**config.mk**
```make
export PLATFORM = sky130hd
export DESIGN_NAME = fetch_ctrl
export DESIGN_NICKNAME = d
export VERILOG_FILES = /design/src/rtl/fetch_ctrl.sv
export SDC_FILE = /design/constraint.sdc
export NUM_CORES = 1
export LEC_CHECK = 0
export BUFFER_PORTS_ARGS = -buffer_cell sky130_fd_sc_hd__buf_2
export CAP_MARGIN = 10
export CORE_UTILIZATION = 47
export DETAILED_ROUTE_END_ITERATION = 8
export GPL_TIMING_DRIVEN = 0
export HOLD_SLACK_MARGIN = 0.03
export PLACE_DENSITY_LB_ADDON = 0.25
export RECOVER_POWER = 100
export REMOVE_ABC_BUFFERS = 1
export SETUP_SLACK_MARGIN = 0.5
export SYNTH_ARGS = -nofsm -noshare
export SYNTH_HDL_FRONTEND = slang
export SYNTH_SLANG_ARGS = --single-unit
```
**constraint.sdc**
```tcl
create_clock -name i_clk -period 1.8 [get_ports i_clk]
set_input_delay 0.36 -clock i_clk [delete_from_list [all_inputs] [get_ports i_clk]]
set_output_delay 0.36 -clock i_clk [all_outputs]
set_load 0.02 [all_outputs]
```
**src/rtl/fetch_ctrl.sv**
```systemverilog
// rtl/fetch_ctrl.sv - fetch sequencer: owns the PC, keeps one memory request in flight,
// buffers the returned instruction for decode and drops wrong-path responses after a redirect.
module fetch_ctrl #(
  parameter int                WIDTH    = 32,
  parameter logic [WIDTH-1:0]  RESET_PC = '0
) (
  input  logic             i_clk,
  input  logic             i_rst,
  input  logic             i_stall_decode,
  input  logic             i_pcsrc_decode,
  input  logic             i_jump_decode,
  input  logic [WIDTH-1:0] i_pc_branch,
  input  logic [WIDTH-1:0] i_pc_jump,
  output logic             o_mem_req,
  output logic [WIDTH-1:0] o_mem_addr,
  input  logic             i_mem_ready,
  input  logic [WIDTH-1:0] i_mem_rdata,
  output logic             o_fetch_valid,
  output logic [WIDTH-1:0] o_instr_fetch,
  output logic [WIDTH-1:0] o_pc_fetch
);

  typedef enum logic [2:0] {
    S_IDLE = 3'd0,
    S_REQ  = 3'd1,
    S_WAIT = 3'd2,
    S_HOLD = 3'd3,
    S_KILL = 3'd4
  } state_t;

  state_t           r_state;
  state_t           w_next;
  logic [WIDTH-1:0] r_pc;
  logic [WIDTH-1:0] r_skid;
  logic [WIDTH-1:0] r_instr;
  logic [WIDTH-1:0] r_pc_fetch;
  logic             r_valid;

  logic             w_redirect;
  logic             w_consume;
  logic             w_buf_free;
  logic [WIDTH-1:0] w_target;
  logic [WIDTH-1:0] w_pc_inc;
  logic             w_load;
  logic             w_skid_load;
  logic [WIDTH-1:0] w_load_data;
  logic [WIDTH-1:0] w_pc_next;

  // Decode-side control is only honoured when decode is actually advancing.
  assign w_redirect = (i_jump_decode | i_pcsrc_decode) & ~i_stall_decode;
  assign w_target   = i_jump_decode ? i_pc_jump : i_pc_branch;
  assign w_consume  = r_valid & ~i_stall_decode;
  assign w_buf_free = ~r_valid | w_consume;
  assign w_pc_inc   = r_pc + WIDTH'(4);

  always_ff @(posedge i_clk) begin
    if (i_rst) r_state <= S_IDLE;
    else       r_state <= w_next;
  end

  always_comb begin
    w_next = r_state;
    case (r_state)
      S_IDLE: w_next = S_REQ;
      S_REQ:  w_next = w_redirect ? S_KILL : S_WAIT;
      S_WAIT: begin
        if (i_mem_ready)     w_next = (w_redirect || w_buf_free) ? S_REQ : S_HOLD;
        else if (w_redirect) w_next = S_KILL;
      end
      S_HOLD: if (!i_stall_decode) w_next = S_REQ;
      S_KILL: if (i_mem_ready) w_next = S_REQ;
      default: w_next = S_IDLE;
    endcase
  end

  always_comb begin
    o_mem_req   = (r_state == S_REQ);
    o_mem_addr  = (r_state == S_REQ) ? r_pc : '0;
    w_load      = 1'b0;
    w_skid_load = 1'b0;
    w_load_data = i_mem_rdata;
    case (r_state)
      S_WAIT: begin
        w_load      = i_mem_ready & ~w_redirect & w_buf_free;
        w_skid_load = i_mem_ready & ~w_redirect & ~w_buf_free;
      end
      S_HOLD: begin
        w_load      = ~i_stall_decode & ~w_redirect;
        w_load_data = r_skid;
      end
      default: ;
    endcase
  end

  // pc always names the next instruction to fetch; it only advances once that instruction lands in the buffer.
  assign w_pc_next = w_redirect ? w_target : (w_load ? w_pc_inc : r_pc);

  always_ff @(posedge i_clk) begin
    if (i_rst) begin
      r_pc       <= RESET_PC;
      r_skid     <= '0;
      r_instr    <= '0;
      r_pc_fetch <= '0;
      r_valid    <= 1'b0;
    end else begin
      r_pc <= w_pc_next;
      if (w_skid_load) r_skid <= i_mem_rdata;
      if (w_load) begin
        r_instr    <= w_load_data;
        r_pc_fetch <= w_pc_inc;
        r_valid    <= 1'b1;
      end else if (w_consume || w_redirect) begin
        r_valid <= 1'b0;
      end
    end
  end

  assign o_fetch_valid = r_valid;
  assign o_instr_fetch = r_instr;
  assign o_pc_fetch    = r_pc_fetch;

endmodule

```
==> flow_summary.json <==
{
  "core-area_mm2": 0.0139,
  "violations": "setup timing",
  "async_flop_share_pct": 0,
  "ant_nets": 0,
  "area_growth_pct": 66.2,
  "endpoint_kind": "flip-flop",
  "fp.dieW_um": 121,
  "synth_area_per_cell_um2": 8.35,
  "r2r_start": "r_state[1]$_SDFFE_PP0P_",
  "crit_arrival_ns": 2.35,
  "period_minus_slack_ns": 2.01,
  "antenna_found_initial": 0,
  "relSlewSlack_pct": 49.2,
  "clockBufferDepth": 2,
  "rr_worst_depth": 9,
  "crit_type": "reg -> reg",
  "fin_area_mm2": 0.0111,
  "r2r_slack_ns": -0.21,
  "dp_hpwl_um": 11400,
  "path_common_cell": "buf_12",
  "cts.root.buffer_cell": "clkbuf_16",
  "synth-edff-count": 0,
  "totalWireLength_um": 28200,
  "chipHeight_um": 121,
  "worstMarginPinSlew_ns": 0.758,
  "n_antenna_cell": 0,
  "hold_class": "in -> reg",
  "cts_tree": "done",
  "slew_violations": 0,
  "worstSkewPairLatency_ns": 0.43,
  "fmax_mhz": 497,
  "reg2reg_to": "r_pc[15]$_SDFFE_PP0P_",
  "fin_crit_sh_pct": 112,
  "synthFlopType": "dfxtp_1",
  "drc_errors": 0,
  "grt_max_degree": 84,
  "viasPerCell": 6.22,
  "io_buffers": 199,
  "ios": 200,
  "numCtsBuffers": 17,
  "netlist_instances": 799,
  "worstHoldStart": "i_mem_rdata[1]",
  "p_per_area_mw_per_mm2": 702,
  "ir_drop_mv": 0.791,
  "start_util_pct": 48.1,
  "slowest_stage": "or4_4",
  "status": "complete, but fails checks",
  "finalHoldViolations": 0,
  "fin_nets": 1169,
  "n_fill_cell": 901,
  "grt_pass1_vias": 6790,
  "die-area_mm2": 0.0147,
  "dr.first_iter.drc_count": 773,
  "rsz0062_at_grt": "yes",
  "p_total_uw": 7780,
  "yosysWarningCount": 0,
  "cp-start-kind": "flip-flop",
  "hold_path_depth": 3,
  "cts_max_level": 4,
  "cpPeakStageDelay_ns": 0.59,
  "ys_seq_area_share_pct": 39.6,
  "setup_violations": 125,
  "hold_ws_ns": 0.182,
  "grt.total_usage_pct": 33.7,
  "clkTransAtPathRegs_ns": 0.06,
  "dr.pass1.iters": 6,
  "worstPathRequired_ns": 2.13,
  "cts.hold.buffers_added": 0,
  "ys_ff_latch": 132,
  "grt-ovfl-total": 0,
  "gp_congestion": 0.855,
  "wl_per_cell_um": 22.4,
  "grt_pass1_wl_um": 37400,
  "drv_cap": 0,
  "placed_area_mm2": 0.00768,
  "cts.sinks": 132,
  "layout-drive-gt1-share_pct": 51.9,
  "syn-cell-area_mm2": 0.00667,
  "leakage_uw": 0.00455,
  "cp_max_fo": 8,
  "skew_ns": 0.00596,
  "rows": 43,
  "vias": 7817,
  "yosys.cell_types.count": 55,
  "cp_cell_sequence": "buf_6 > nand2b_4 > or4_4 > buf_12 > buf_16 > buf_12 > nand2_8 > a31oi_4 > o21ai_1",
  "whs_endpoint": "r_skid[1]$_SDFFE_PP0P_",
  "worst_slack_ns": -0.214
}
==> cell usage after synthesis (all sizes together), types with 14 or more instances <==
library cell	instances	area [um^2]
nor2	82	308
a211oi	62	470
a21oi	67	335
buf	22	156
a31oi	16	100
and2	36	225
nand3	23	120
mux2i	54	541
dfxtp	132	2640
nand4	14	103
xor2	15	131
nand2	108	413
clkbuf	52	196
==> cell usage in the layout (no fill, tap or decap), types with 16 or more instances in the layout <==
cell	n
clkbuf_16	18
a211oi_1	22
clkbuf_1	60
dfxtp_1	74
nor2_4	20
nand2_1	80
nand2_2	19
dfxtp_2	43
nand2_8	18
mux2i_1	54
buf_12	25
a21oi_1	45
buf_6	53
nor2_1	44
and2_4	27
nor2_2	18
a21oi_2	20
buf_2	100
a211oi_2	40
nand3_1	16
buf_4	52
==> critical path: cells and delay by family, from the launching register on <==
family	cells	cell delay [ns]
compound gates	2	0.23
buf+inv	4	0.55
flops	1	0.36
simple gates	3	0.78
==> worst max-delay path by stage <==
stage | from | to | depth (start not counted)
CTS | r_state[1]$_SDFFE_PP0P_ | o_mem_addr[31] | 6
detailed placement | i_jump_decode | r_pc[23]$_SDFFE_PP0P_ | 6
global route | r_state[1]$_SDFFE_PP0P_ | o_mem_addr[15] | 6
finish | r_state[1]$_SDFFE_PP0P_ | r_pc[15]$_SDFFE_PP0P_ | 9
floorplan | i_mem_ready | r_pc[20]$_SDFFE_PP0P_ | 5
global placement | i_jump_decode | r_pc[10]$_SDFFE_PP0P_ | 6
==> cells by family after synthesis <==
logic type | count (synthesis) | synth area share (%)
buffers and inverters | 75 | 5.34
AND/OR/NAND/NOR | 314 | 23.4
adder cells (fa/ha/maj) | 1 | 0.187
flip-flops | 132 | 39.6
AO/OA/AOI/OAI | 184 | 17.8
XOR/XNOR | 27 | 3.54
multiplexers | 66 | 10.1
==> sequential cells by signal, summed over array words and instances (netlist names) <==
name           flops
o_instr_fetch     32
o_pc_fetch        32
r_pc              32
r_skid            32
r_state            3
o_fetch_valid      1
==> area by class of cell <==
cell class / count / area (um^2) / area share [%]
Clock buffer: 25 / 495 / 4.47
Multi-Input combinational cell: 613 / 5020 / 45.3
Timing Repair Buffer: 301 / 2550 / 23.0
Tap cell: 180 / 225 / 2.03
Clock inverter: 5 / 50.0 / 0.451
Sequential cell: 132 / 2750 / 24.8
Inverter: 1 / 3.75 / 0.0338
==> routing by layer <==
metal / GRT usage [%] / share of wire, %
met3: 7.19 / 8.3
met4: 16.2 / 4.5
met5: 0 / 0
met1: 42.9 / 39
met2: 54.1 / 48
==> through the flow <==
stage / util (%) / TNS, ns / std cells / worst slack [ns]
after floorplan: - / -52.42 / 725 / -0.655
after global placement: 54.3 / -225.17 / 1104 / -2.47
after detailed placement: 55.3 / -141.79 / 1110 / -1.52
after CTS: 73.3 / -7.54 / 1229 / -0.161
after global routing: 79.9 / -21.74 / 1257 / -0.248
final: 79.9 / -17.05 / 1257 / -0.214
==> power by group <==
group	switching [uW]	total [uW]	leakage (uW)	internal (uW)
registers	155	3180	0.00110	3020
logic	700	1310	0.00317	607
clock network	1280	3300	0.000273	2020
==> repair_timing <==
action | in CTS | in global routing
setup buffers | 66 | 23
cloned | 23 | 5
endpoints found under the setup margin | 169 | 214
gates resized for setup | 251 | 254
pin swaps | 100 | 102
Note: power is estimated with default switching activity, not from simulation.
